$ cat config.mk
export PLATFORM = sky130hd
export DESIGN_NAME = step_pulse_gen
export DESIGN_NICKNAME = d
export VERILOG_FILES = /design/src/rtl/step_pulse_gen.sv
export SDC_FILE = /design/constraint.sdc
export NUM_CORES = 1
export LEC_CHECK = 0
export CORE_MARGIN = 1.5
export CORE_UTILIZATION = 48
export CTS_CLUSTER_DIAMETER = 80
export CTS_CLUSTER_SIZE = 16
export DETAILED_ROUTE_END_ITERATION = 16
export PLACE_DENSITY_LB_ADDON = 0.12
export SLEW_MARGIN = 15
export SYNTH_ARGS = -nofsm -noshare
export SYNTH_HDL_FRONTEND = slang
export SYNTH_SLANG_ARGS = --single-unit
$ cat constraint.sdc
create_clock -name clk -period 2.09 [get_ports clk]
set_clock_uncertainty 0.15 [all_clocks]
set_input_delay 0.209 -clock clk [delete_from_list [all_inputs] [get_ports clk]]
set_output_delay 0.209 -clock clk [all_outputs]
set_load 0.02 [all_outputs]
$ cat src/rtl/step_pulse_gen.sv
// Step pulse generator: debounced manual step or timed auto-step, issued one pulse at a time
// while the CPU controller is idle. Also counts issued steps.
module step_pulse_gen #(
   parameter int DEBOUNCE_CYCLES = 16,
   parameter int RUN_PERIOD      = 1000,
   parameter int CNT_W           = 16
) (
   input  logic             clk,
   input  logic             reset,
   input  logic             btn_raw,
   input  logic             run_en,
   input  logic             halt,
   input  logic             idle,
   output logic             step,
   output logic             pending,
   output logic             btn_level,
   output logic [CNT_W-1:0] step_count
);

   localparam int DB_W  = $clog2(DEBOUNCE_CYCLES);
   localparam int TMR_W = $clog2(RUN_PERIOD);
   localparam logic [DB_W-1:0]  DB_LAST    = DB_W'(DEBOUNCE_CYCLES - 1);
   localparam logic [TMR_W-1:0] TMR_RELOAD = TMR_W'(RUN_PERIOD - 1);

   typedef enum logic [1:0] {S_WAIT, S_PENDING, S_ISSUE, S_COOLDOWN} state_t;

   logic             btn_meta, btn_sync;
   logic             run_meta, run_sync, run_prev;
   logic             btn_prev;
   logic [DB_W-1:0]  db_cnt;
   logic [TMR_W-1:0] run_timer;
   logic             btn_rise;
   logic             req_src;
   state_t           state, state_nxt;

   // NOTE: sequential state uses non-blocking assignments so every flop samples pre-edge values.
   always_ff @(posedge clk or posedge reset) begin
      if (reset) begin
         btn_meta <= 1'b0;
         btn_sync <= 1'b0;
         run_meta <= 1'b0;
         run_sync <= 1'b0;
      end else begin
         btn_meta <= btn_raw;
         btn_sync <= btn_meta;
         run_meta <= run_en;
         run_sync <= run_meta;
      end
   end

   always_ff @(posedge clk or posedge reset) begin
      if (reset) begin
         btn_level <= 1'b0;
         btn_prev  <= 1'b0;
         db_cnt    <= '0;
      end else begin
         btn_prev <= btn_level;
         if (btn_sync != btn_level) begin
            if (db_cnt == DB_LAST) begin
               btn_level <= btn_sync;
               db_cnt    <= '0;
            end else begin
               db_cnt <= db_cnt + 1'b1;
            end
         end else begin
            db_cnt <= '0;
         end
      end
   end

   assign btn_rise = btn_level & ~btn_prev;
   assign req_src  = run_sync ? (run_timer == '0) : btn_rise;

   // Timer only advances while waiting, so the step period excludes the controller's busy time.
   always_ff @(posedge clk or posedge reset) begin
      if (reset) begin
         run_timer <= TMR_RELOAD;
         run_prev  <= 1'b0;
      end else begin
         run_prev <= run_sync;
         if (run_sync != run_prev) begin
            run_timer <= TMR_RELOAD;
         end else if (run_sync && state == S_WAIT) begin
            run_timer <= (run_timer == '0) ? TMR_RELOAD : run_timer - 1'b1;
         end
      end
   end

   // NOTE: next-state is defaulted to the current state first so no latch is inferred.
   always_comb begin
      state_nxt = state;
      case (state)
         S_WAIT:     if (!halt && req_src) state_nxt = S_PENDING;
         S_PENDING: begin
            if (halt)      state_nxt = S_WAIT;
            else if (idle) state_nxt = S_ISSUE;
         end
         S_ISSUE:    state_nxt = S_COOLDOWN;
         S_COOLDOWN: if (!idle) state_nxt = S_WAIT;
         default:    state_nxt = S_WAIT;
      endcase
   end

   // Outputs are registered from the next state so they line up with the state they describe.
   always_ff @(posedge clk or posedge reset) begin
      if (reset) begin
         state      <= S_WAIT;
         step       <= 1'b0;
         pending    <= 1'b0;
         step_count <= '0;
      end else begin
         state   <= state_nxt;
         step    <= (state_nxt == S_ISSUE);
         pending <= (state_nxt == S_PENDING);
         if (state_nxt == S_ISSUE) step_count <= step_count + 1'b1;
      end
   end

endmodule
==> results.toml, run 1 <==
[drt]
wire_per_inst_um = 13.1
drc = 0
dr.pass1.iters = 4
viasPerCell = 5.18
vias = 1332
ant_nets = 0
drtIter0Drc = 22
wl_um = 3370

[grt]
antenna_found_initial = 0
grt_pass1_vias = 1307
grt-ovfl-total = 0
grt_usage_pct = 18.6
grt_max_degree = 42
grt_pass1_wl_um = 5880

[clocking]
cts_max_path_buffers = 2
clkLatencyLatePin_ns = 0.29
numCtsBuffers = 5
path_clk_slew_ns = 0.07
hold_buffers = 0
cts_tree = "done"
cts_root_buf = "clkbuf_8"
cts-htree-levels = 2
clkSinkCount = 41

[worst_setup_path]
cp_cell_sequence = "or4_4 -> or4_4 -> nand4bb_4 -> a31oi_1"
setup.worst_path.start_class = "flip-flop"
crit_type = "flip-flop to flip-flop"
worst-path-buf-inv = 0
max_stage_delay_ns = 0.55
cpMostUsedCell = "or4_4"
endpoint_kind = "flip-flop"
r2r_setup_slack_ns = -0.003
crit_family = "simple AND/OR/NAND/NOR gates"
r2r_end = "pending"
crit_fanout = 4
rr_worst_depth = 4
cpMaxStageDelayCell = "or4_4"
required_ns = 2.15
arrival_ns = 2.15
reg2reg_from = "run_timer[2]"

[synthesis]
yosys.area.top_type = "dfrtp_1"
syn_area_per_cell_um2 = 11.2
ys_types = 35
yosys_warnings = 0
syn_nets = 174
yosysSeqAreaShare_pct = 56.6
synth_common_cells = "33 x dfrtp_1, 16 x xnor2_1, 10 x inv_1, 10 x nand2_1, 10 x nor2_1"
synth_edf_count = 0
synth-xor-area-share_pct = 11.0
synth-seq-cells = 41
synth-simple-area-share_pct = 19.5
synth_fa_ha_area_share_pct = 2.74
syn_area_um2 = 1830
async_flop_share_pct = 100
synth.most_common_cell = "dfrtp_1"
synthCells = 164
ys_top_cells_by_area = "dfrtp_1 45%, dfstp_2 11%, xnor2_1 7.7%"
synth.area.mux_share_pct = 1.23
synth_top_area_share_pct = 45.1
synth_top_family_by_area = "simple AND/OR/NAND/NOR gates"
synth_compound_area_share_pct = 6.22
ys.flop_type = "dfrtp_1"

[sta]
tightest_slew_ns = 0.492
drv_slew = 0
hold_viol = 0
fmax_mhz = 478
relSlewSlack_pct = 67.2
rsz0062_at_grt = "true"
fin_ws_ns = -0.00287
fin_crit_ns = 2.09
fin_crit_sh_pct = 100
setup_viol = 1

[power_and_ir_drop]
power.density_nw_per_um2 = 815
ir_worst_vdd_v = 0.000850
p_total_mw = 1.93
p_leak_nw = 1.03

[die]
die_h_um = 64.7
die_area_um2 = 4190
die_x_um = 64.7
io_pins = 25
num_rows = 22
start_util_pct = 50.0
core_um2 = 3660

[run]
cap_violations = 0

[finish]
area_delta_synth_final_pct = 29.7
diodes = 0
final_area_um2 = 2370
drive_gt1_share_pct = 21.5
finalNetCount = 219

[placement]
place_ws_ns = -0.0393
place_congestion = 0.741
dp_hpwl_um = 2360
port_buffers = 24
place_area_um2 = 2210

[min_path]
hp-class = "primary input to asynchronous set/reset pin"

[outcome]
violations = "negative setup slack"
status = "complete, but fails checks"
## layer usage
layer | wire length [um] | track usage [%]
met1 | 1490 | 22.2
met2 | 1690 | 31.1
met3 | 118 | 5.56
met4 | 67 | 7.98
met5 | 0 | 0
## layout by cell type (no fill, tap or decap), drive strengths merged
cell type,synthesis,routed
and2,2,2
a311oi,1,1
or2,1,1
o211a,1,1
nor4,2,2
nand2,10,10
nand4bb,1,1
o211ai,1,1
nor3,8,8
xnor2,16,16
inv,10,10
o31ai,1,1
buf,0,17
nand3,8,8
ha,4,4
mux2,2,2
a2bb2oi,1,1
dfstp,8,8
clkdlybuf4s50,0,24
o21ai,6,6
nor2,10,10
clkbuf,3,7
a21oi,4,4
or4,4,4
dfrtp,33,33
o22a,1,1
and3,2,2
nand4b,2,2
or3,3,3
or3b,1,1
a31oi,2,2
nor4bb,1,1
nor2b,2,2
nand4,6,6
xor2,7,7
## cells by family (layout without fill, tap and decap cells)
group / count (synthesis) / after routing
buf+inv: 13 / 58
simple gates: 63 / 63
flops: 41 / 41
fa+ha+maj: 4 / 4
compound gates: 18 / 18
mux: 2 / 2
xor+xnor: 23 / 23
## where the power goes
part	switching (mW)	internal [mW]	leakage [nW]
Clock	0.246	0.262	0.0443
Combinational	0.225	0.220	0.495
Sequential	0.0970	0.883	0.494
## worst reg2reg max path: stages (launching register included)
cell and delay [ns]:
dfstp_2 0.37, or4_4 0.55, or4_4 0.53, nand4bb_4 0.24, a31oi_1 0.17
## sequential cells by signal, summed over array words and instances (netlist names)
name and count:
btn_prev 1, btn_level 1, step 1, run_meta 1, step_count 16, db_cnt 4
run_sync 1, run_prev 1, btn_meta 1, state 2, pending 1, btn_sync 1
run_timer 10
## worst max-delay path by stage
stage | cells after the start | to | slack [ns] | start
6_report | 4 | pending | -0.003 | run_timer[2]
5_1_grt | 4 | pending | -0.05 | run_timer[2]
4_1_cts | 6 | pending | 0.006 | run_timer[0]
3_5_place_dp | 6 | run_timer[3] | -0.04 | run_timer[1]
3_3_place_gp | 6 | run_timer[4] | 0.01 | run_timer[1]
2_1_floorplan | 4 | run_timer[3] | 0.004 | run_timer[3]
## per-stage QoR
| step | TNS [ns] | hold WS, ns | utilization, % | instances |
|---|---|---|---|---|
| after global routing | -0.0542 | 0.202 | 64.8 | 257 |
| after detailed placement | -0.0972 | 0.189 | 60.5 | 245 |
| after floorplan | 0 | 0.0904 | - | 164 |
| final | -0.00287 | 0.184 | 64.8 | 257 |
| after global placement | 0 | 0.182 | 60.5 | 245 |
| after CTS | 0 | 0.195 | 63.9 | 255 |
## area by class of cell
class	instances	area [um2]
inverter	10	37.5
fill	294	1290
tap	48	60.1
clock buffer	7	86.3
timing repair buffer	41	368
sequential	41	1040
multi-input combinational	110	785
## timing repair
action / in CTS / in global routing
pin swaps: 4 / 4
gates resized for setup: 5 / 2
setup endpoints to repair: 6 / 6
buffers inserted: 3 / 2
(Power assumes the default switching activity.)
==> inputs of run 2 (changes only) <==
- HOLD_SLACK_MARGIN: unset -> 0.06
- SKIP_LAST_GASP: unset -> 1
==> results of run 2 <==
No change in the layout: final DEF, timing and power equal those of run 1.
==> inputs of run 3 (changes only) <==
- PLACE_DENSITY: unset -> 0.86
- PLACE_DENSITY_LB_ADDON: 0.12 -> unset
==> run 3 against run 2 <==
The run now ends clean. Worst setup slack improved by 0.019 ns. Total power increased by 6.2%. Register-to-register slack improved by 0.02 ns. Non-clock buffer count decreased by 5. Via count increased by 1.1%. Global-route usage increased by 0.25 points. Die area unchanged. Maximum frequency increased by 0.93%. Routed wire length increased by 2.2%. Hold slack about the same. Core utilization decreased by 0.10 points.
==> results.toml, run 3 (synthesized netlist as in run 1, its figures left out) <==
[sta]
fin_crit_ns = 2.07
rsz0062_at_grt = "true"
relSlewSlack_pct = 67.3
fin_crit_sh_pct = 99.2
setup_tns_ns = 0
hold_viol = 0
fmax_mhz = 482
tightest_slew_ns = 0.491
drv_slew = 0
setup_viol = 0

[die]
start_util_pct = 50.0
die_x_um = 64.7
num_rows = 22
core_um2 = 3660
die_area_um2 = 4190
die_h_um = 64.7
io_pins = 25

[clocking]
path_clk_slew_ns = 0.07
cts_tree = "done"
cts_root_buf = "clkbuf_8"
clkLatencyLatePin_ns = 0.28
cts-htree-levels = 2
numCtsBuffers = 5
clkSinkCount = 41
cts_max_path_buffers = 2
hold_buffers = 0

[drt]
wl_um = 3440
drc = 0
vias = 1346
wire_per_inst_um = 13.6
drtIter0Drc = 46
viasPerCell = 5.32
dr.pass1.iters = 4
ant_nets = 0

[finish]
diodes = 0
drive_gt1_share_pct = 20.5
seq_area_um2 = 1040
finalNetCount = 214
fill_cells = 276
final_common_cell = "dfrtp_1"
multi_input_area_um2 = 785
layout_common_cells = "33 x dfrtp_1, 24 x clkdlybuf4s50_1, 16 x xnor2_1"
reg_top3 = "step_count: 16 flops, run_timer: 10 flops, db_cnt: 4 flops"
area_delta_synth_final_pct = 29.5
fin_cells = 253
largest_reg_flops = 16
regMostFlops = "step_count"

[power_and_ir_drop]
p_sw_share_pct = 27.7
internal_power_mw = 1.48
p_sw_mw = 0.568
power.density_nw_per_um2 = 866
p_leak_nw = 1.02
seq_power_share_pct = 47.8
ir_worst_vdd_v = 0.000730
share_comb_of_total_power_pct = 21.0
clockPowerShare_pct = 31.2

[grt]
grt_pass1_wl_um = 6130
top_usage_layer = "met2"
grt_pass1_vias = 1382
use_met2_pct = 31.3
grt_max_degree = 42
use_met1_pct = 24.6
antenna_found_initial = 0
use_met3_pct = 3.99
grt_usage_pct = 18.8
grt-ovfl-total = 0

[worst_setup_path]
arrival_ns = 2.10
crit_fanout = 8
cpMostUsedCell = "or4_4"
cpMaxStageDelayCell = "or4_4"
max_stage_delay_ns = 0.55
cp_cell_sequence = "or4_4 -> or4_4 -> a2bb2oi_4 -> and2_4"
crit_type = "flip-flop to flip-flop"
required_ns = 2.12
endpoint_kind = "flip-flop"
r2r_setup_slack_ns = 0.02
setup.worst_path.start_class = "flip-flop"

[placement]
placedCellCount = 243
place_congestion = 0.847
port_buffers = 24
dp_hpwl_um = 2360

[run]
cap_violations = 0

[min_path]
hp-class = "primary input to asynchronous set/reset pin"

[outcome]
status = "finished, final reports clean"
## run 3: metrics by stage
step	instance area, um2	total power [mW]	hold slack, ns	utilization [%]	setup slack [ns]
2_1_floorplan	1840	1.22	0.0904	-	0.00441
3_3_place_gp	2200	1.38	0.184	60.1	0.0170
3_5_place_dp	2200	1.40	0.196	60.1	-0.0624
4_1_cts	2360	2.07	0.202	64.5	0.00585
5_1_grt	2370	2.17	0.197	64.7	-0.0662
6_report	2370	2.05	0.185	64.7	0.0165
## run 3: power by group through the flow
stage | logic [mW] | clock network (mW) | registers, mW
after detailed placement | 0.405 | 0 | 0.992
after global routing | 0.475 | 0.695 | 0.999
after CTS | 0.429 | 0.660 | 0.982
after global placement | 0.396 | 0 | 0.987
final | 0.430 | 0.641 | 0.980
after floorplan | 0.185 | 0 | 1.03
## run 3: final timing paths
kind	from	end	depth (start not counted)
worst max-delay path	run_timer[2]	run_timer[4]	4
worst min-delay path	reset	btn_meta	3
worst max register to register	run_timer[2]	run_timer[4]	4
worst min register to register	run_meta	run_sync	0
max in group asynchronous	reset	run_timer[5]	3
min in group clk	btn_raw	btn_meta	1
## run 3: timing repair
| action | 4_1_cts | 5_1_grt |
|---|---|---|
| pin swaps | 1 | 3 |
| hold endpoints to repair | 0 | 0 |
| buffers inserted | 2 | 0 |
| endpoints found under the setup margin | 4 | 8 |
| resized for setup | 8 | 3 |
## run 3: area by class of cell
type / instances / share of cell area [%]
Sequential cell: 41 / 43.7
Clock buffer: 7 / 3.65
Multi-Input combinational cell: 110 / 33.1
Inverter: 10 / 1.58
Tap cell: 48 / 2.54
Clock inverter: 1 / 1.27
Timing Repair Buffer: 36 / 14.1
## run 3: worst max-delay path: cells and delay by family (launching register included)
family	cells	cell delay (ns)
and+or+nand+nor	3	1.23
DFF	1	0.37
AOI/OAI and AO/OA	1	0.22
## run 3: layer usage
layer	wire [um]	share of wire [%]
met1	1510	44
met2	1750	51
met3	129	3.8
met4	48	1.4
met5	0	0
==> patch 1, RTL diff (settings of run 1) <==
Set the parameter `CNT_W` to 32 (it was 16).
--- a/src/rtl/step_pulse_gen.sv
+++ b/src/rtl/step_pulse_gen.sv
@@ -4,5 +4,5 @@
    parameter int DEBOUNCE_CYCLES = 16,
    parameter int RUN_PERIOD      = 1000,
-   parameter int CNT_W           = 16
+   parameter int CNT_W           = 32
 ) (
    input  logic             clk,
Interface: changed (resized step_count); port bits go from 25 to 41. The function was not compared with the original's and may differ.
==> patch 1 against run 1 <==
  * Design area rose by 41%
  * Routed wire length rose by 43%
  * Worst setup slack improved by 0.18 ns
  * Highest routed layer unchanged
  * Utilization barely moved
  * Sequential cell count rose by 16
  * Synthesized area rose by 42%
  * Largest cell class unchanged
  * Sequential power rose by 30%
  * Fmax rose by 9.3%
  * Total power rose by 41%
==> patch 1: results (changes against run 1) <==
{
  "status": "complete, no violations",
  "syn_nets": {"value": 245, "change": "+41%"},
  "detailedPlacementHpwl": {"value": 3330, "unit": "µm", "change": "+41%"},
  "yosysSeqAreaShare": {"value": 55.4, "unit": "%", "change": "-1.3 points"},
  "use_met3": {"value": 4.67, "unit": "%", "change": "-0.88 points"},
  "synth.distinct_cells": {"value": 38, "change": "+8.6%"},
  "via_count_of_the_first_global_routing_pass": {"value": 1831, "change": "+40%"},
  "timing.reg2reg.setup_slack": {"value": 0.17, "unit": "ns", "change": "+0.18 ns"},
  "fin_total_pwr": {"value": 2.72, "unit": "mW", "change": "+41%"},
  "power.static_leakage": {"value": 1.42, "unit": "nW", "change": "+37%"},
  "worst_r2r_path_cells": {"value": 5, "change": "+1"},
  "groute.layer.met1.usage": {"value": 25.8, "unit": "%", "change": "+3.6 points"},
  "post_cts.repair.setup_buffers": {"value": 0, "change": "-3"},
  "critical_path.startpoint": "step_count[0]",
  "grt_max_degree": {"value": 58, "change": "+38%"},
  "powerClk": {"value": 1.00, "unit": "mW", "change": "+97%"},
  "biggest_regs": "step_count (32), run_timer (10), db_cnt (4)",
  "drt_first_iter_violations": {"value": 137, "change": "+520%"},
  "post_cts.resized_instances": {"value": 0, "change": "-5"},
  "stdcell_count": {"value": 367, "change": "+43%"},
  "detailedPlace.worstSlack": {"value": 0.0211, "unit": "ns", "change": "+0.0604 ns"},
  "critical_path.max_fanout": {"value": 7, "change": "+3"},
  "cts_made_buffers": {"value": 9, "change": "+4"},
  "power.share.sequential": {"value": 46.6, "unit": "%", "change": "-4.1 points"},
  "minimum_setup_slack_in_the_final_design": {"value": 0.175, "unit": "ns", "change": "+0.178 ns"},
  "groute.layer.met2.usage": {"value": 26.9, "unit": "%", "change": "-4.2 points"},
  "timing.rr.end": "step_count[22]",
  "nFillCells": {"value": 416, "change": "+41%"},
  "worst_margin_pin_slew": {"value": 0.474, "unit": "ns", "change": "-0.0184 ns"},
  "wirelength": {"value": 4820, "unit": "µm", "change": "+43%"},
  "met2WireLength": {"value": 2090, "unit": "µm", "change": "+23%"},
  "crit_path_max_incr_delay": {"value": 0.60, "unit": "ns", "change": "+0.05 ns"},
  "cellInternalPower": {"value": 2.01, "unit": "mW", "change": "+47%"}
}
[patch 1: area by class of cell]
cell class                      instances  share of cell area [%]
Timing Repair Buffer                   52                    15.0
Clock inverter                          3                    1.19
Sequential cell                        57                    42.9
Inverter                                9                    1.01
Tap cell                               70                    2.61
Clock buffer                           12                    4.63
Multi-Input combinational cell        164                    32.7
[patch 1: cell families after synthesis]
| logic type | count (synthesis) | share of synthesized area, % |
|---|---|---|
| buf+inv | 14 | 2.41 |
| simple gates | 106 | 23.4 |
| xor+xnor | 38 | 12.8 |
| compound gates | 14 | 3.28 |
| flops | 57 | 55.4 |
| mux | 2 | 0.820 |
| fa+ha+maj | 4 | 1.93 |
[patch 1: metrics by stage]
stage	instance area, µm²	hold WS, ns
2_1_floorplan	2590	0.0904
6_report	3350	0.105
3_5_place_dp	3160	0.187
4_1_cts	3350	0.107
5_1_grt	3350	0.155
3_3_place_gp	3160	0.185
==> patch 2, RTL diff (flow settings as in run 1) <==
Made on the original files. The output `pending` loses its register stage (`pending` becomes a continuous assignment).
--- a/src/rtl/step_pulse_gen.sv
+++ b/src/rtl/step_pulse_gen.sv
@@ -107,13 +107,13 @@
          state      <= S_WAIT;
          step       <= 1'b0;
-         pending    <= 1'b0;
          step_count <= '0;
       end else begin
          state   <= state_nxt;
          step    <= (state_nxt == S_ISSUE);
-         pending <= (state_nxt == S_PENDING);
          if (state_nxt == S_ISSUE) step_count <= step_count + 1'b1;
       end
    end
 
+   assign pending = (state_nxt == S_PENDING);
+
 endmodule
Check against the original RTL: no difference found for any inputs over 10 cycles, from zero or initial values and one cycle with reset high; that may be too few to reach the edited logic, so the function may still have changed.
==> patch 2 against run 1 <==
  * The run still ends with setup timing left
  * Design area rose by 3.6%
  * Non-clock buffer count rose by 8
  * Routed wire length up 2.9%
  * Clock power increased by 5.5%
  * Final cell count grew 3.1%
  * Worst setup slack lost 0.52 ns
  * Synthesized cell count decreased by 0.61%
  * Synthesized area down 1.4%
  * Total power grew 4.1%
  * Sequential cell count fell by 1
  * Die area decreased by 1.3%
==> patch 2: results (changes against run 1) <==
{
  "status": "finished with violations",
  "violated_checks": "setup timing",
  "seqCellArea": {"value": 0.00101, "unit": "mm²", "change": "-2.4%"},
  "groute.layer.met2.usage": {"value": 29.7, "unit": "%", "change": "-1.4 points"},
  "nFillCells": {"value": 298, "change": "+1.4%"},
  "place.gp.congestion": {"value": 0.765, "change": "+3.2%"},
  "die_w": {"value": 64.3, "unit": "µm", "change": "-0.65%"},
  "critical_path.max_fanout": {"value": 2, "change": "-2"},
  "minimum_setup_slack_in_the_final_design": {"value": -0.522, "unit": "ns", "change": "-0.519 ns"},
  "syn_nets": {"value": 173, "change": "-0.57%"},
  "globalRouteTotalUtil": {"value": 18.9, "unit": "%", "change": "+0.31 points"},
  "use_met3": {"value": 5.28, "unit": "%", "change": "-0.27 points"},
  "synth_top_cells_by_count": "32 x dfrtp_1, 16 x xnor2_1, 10 x inv_1, 10 x nand2_1, 10 x nor2_1",
  "power.static_leakage": {"value": 1.07, "unit": "nW", "change": "+3.7%"},
  "final-nonclk-buf-share": {"value": 18.1, "unit": "%", "change": "+2.6 points"},
  "grt_pass1_wl": {"value": 5970, "unit": "µm", "change": "+1.5%"},
  "layout.sequential_cells": {"value": 40, "change": "-2.4%"},
  "via_count_of_the_first_global_routing_pass": {"value": 1385, "change": "+6.0%"},
  "met2WireLength": {"value": 1670, "unit": "µm", "change": "-1.5%"},
  "grt_max_degree": {"value": 41, "change": "-2.4%"},
  "timing.reg2reg.setup_slack": {"value": -0.27, "unit": "ns", "change": "-0.27 ns"},
  "multi_input_area": {"value": 812, "unit": "µm²", "change": "+3.5%"},
  "layout_utilization": {"value": 67.7, "unit": "%", "change": "+2.9 points"},
  "crit_path_max_incr_delay": {"value": 0.49, "unit": "ns", "change": "-0.06 ns"},
  "layout-drive-gt1-share": {"value": 26.7, "unit": "%", "change": "+5.2 points"},
  "timing.critical_path.arrival": {"value": 2.25, "unit": "ns", "change": "+0.10 ns"},
  "clkCellAreaFrac": {"value": 3.82, "unit": "%", "change": "+0.18 points"},
  "groute.layer.met1.usage": {"value": 24.9, "unit": "%", "change": "+2.7 points"},
  "final-setup-viol-count": {"value": 11, "change": "+10"},
  "detailedPlace.worstSlack": {"value": -0.726, "unit": "ns", "change": "-0.686 ns"}
}
## patch 2: changes by cell type in the layout (fill, tap and decap cells not counted), moves of 2 or more
| cell | before | now |
|---|---|---|
| nor3_2 | 0 | 2 |
| nor3_1 | 8 | 6 |
| buf_4 | 17 | 21 |
| buf_6 | 0 | 5 |
## patch 2: worst max-delay path by stage
| stage | from | end | slack (ns) | cells after the start |
|---|---|---|---|---|
| after detailed placement | run_timer[0] | pending | -0.73 | 7 |
| after global placement | run_timer[0] | pending | -0.65 | 7 |
| after global routing | run_timer[0] | pending | -0.59 | 7 |
| after CTS | run_timer[0] | pending | -0.55 | 7 |
| final | run_timer[0] | pending | -0.52 | 7 |
| after floorplan | run_timer[0] | pending | -0.14 | 6 |
## patch 2: cell families after synthesis
kind of cell    count (synthesis)  synth area share (%)
mux                             2                  1.25
buf+inv                        13                  2.70
fa+ha+maj                       4                  2.77
xor+xnor                       23                  11.2
simple gates                   63                  19.8
flops                          40                  56.0
compound gates                 18                  6.31
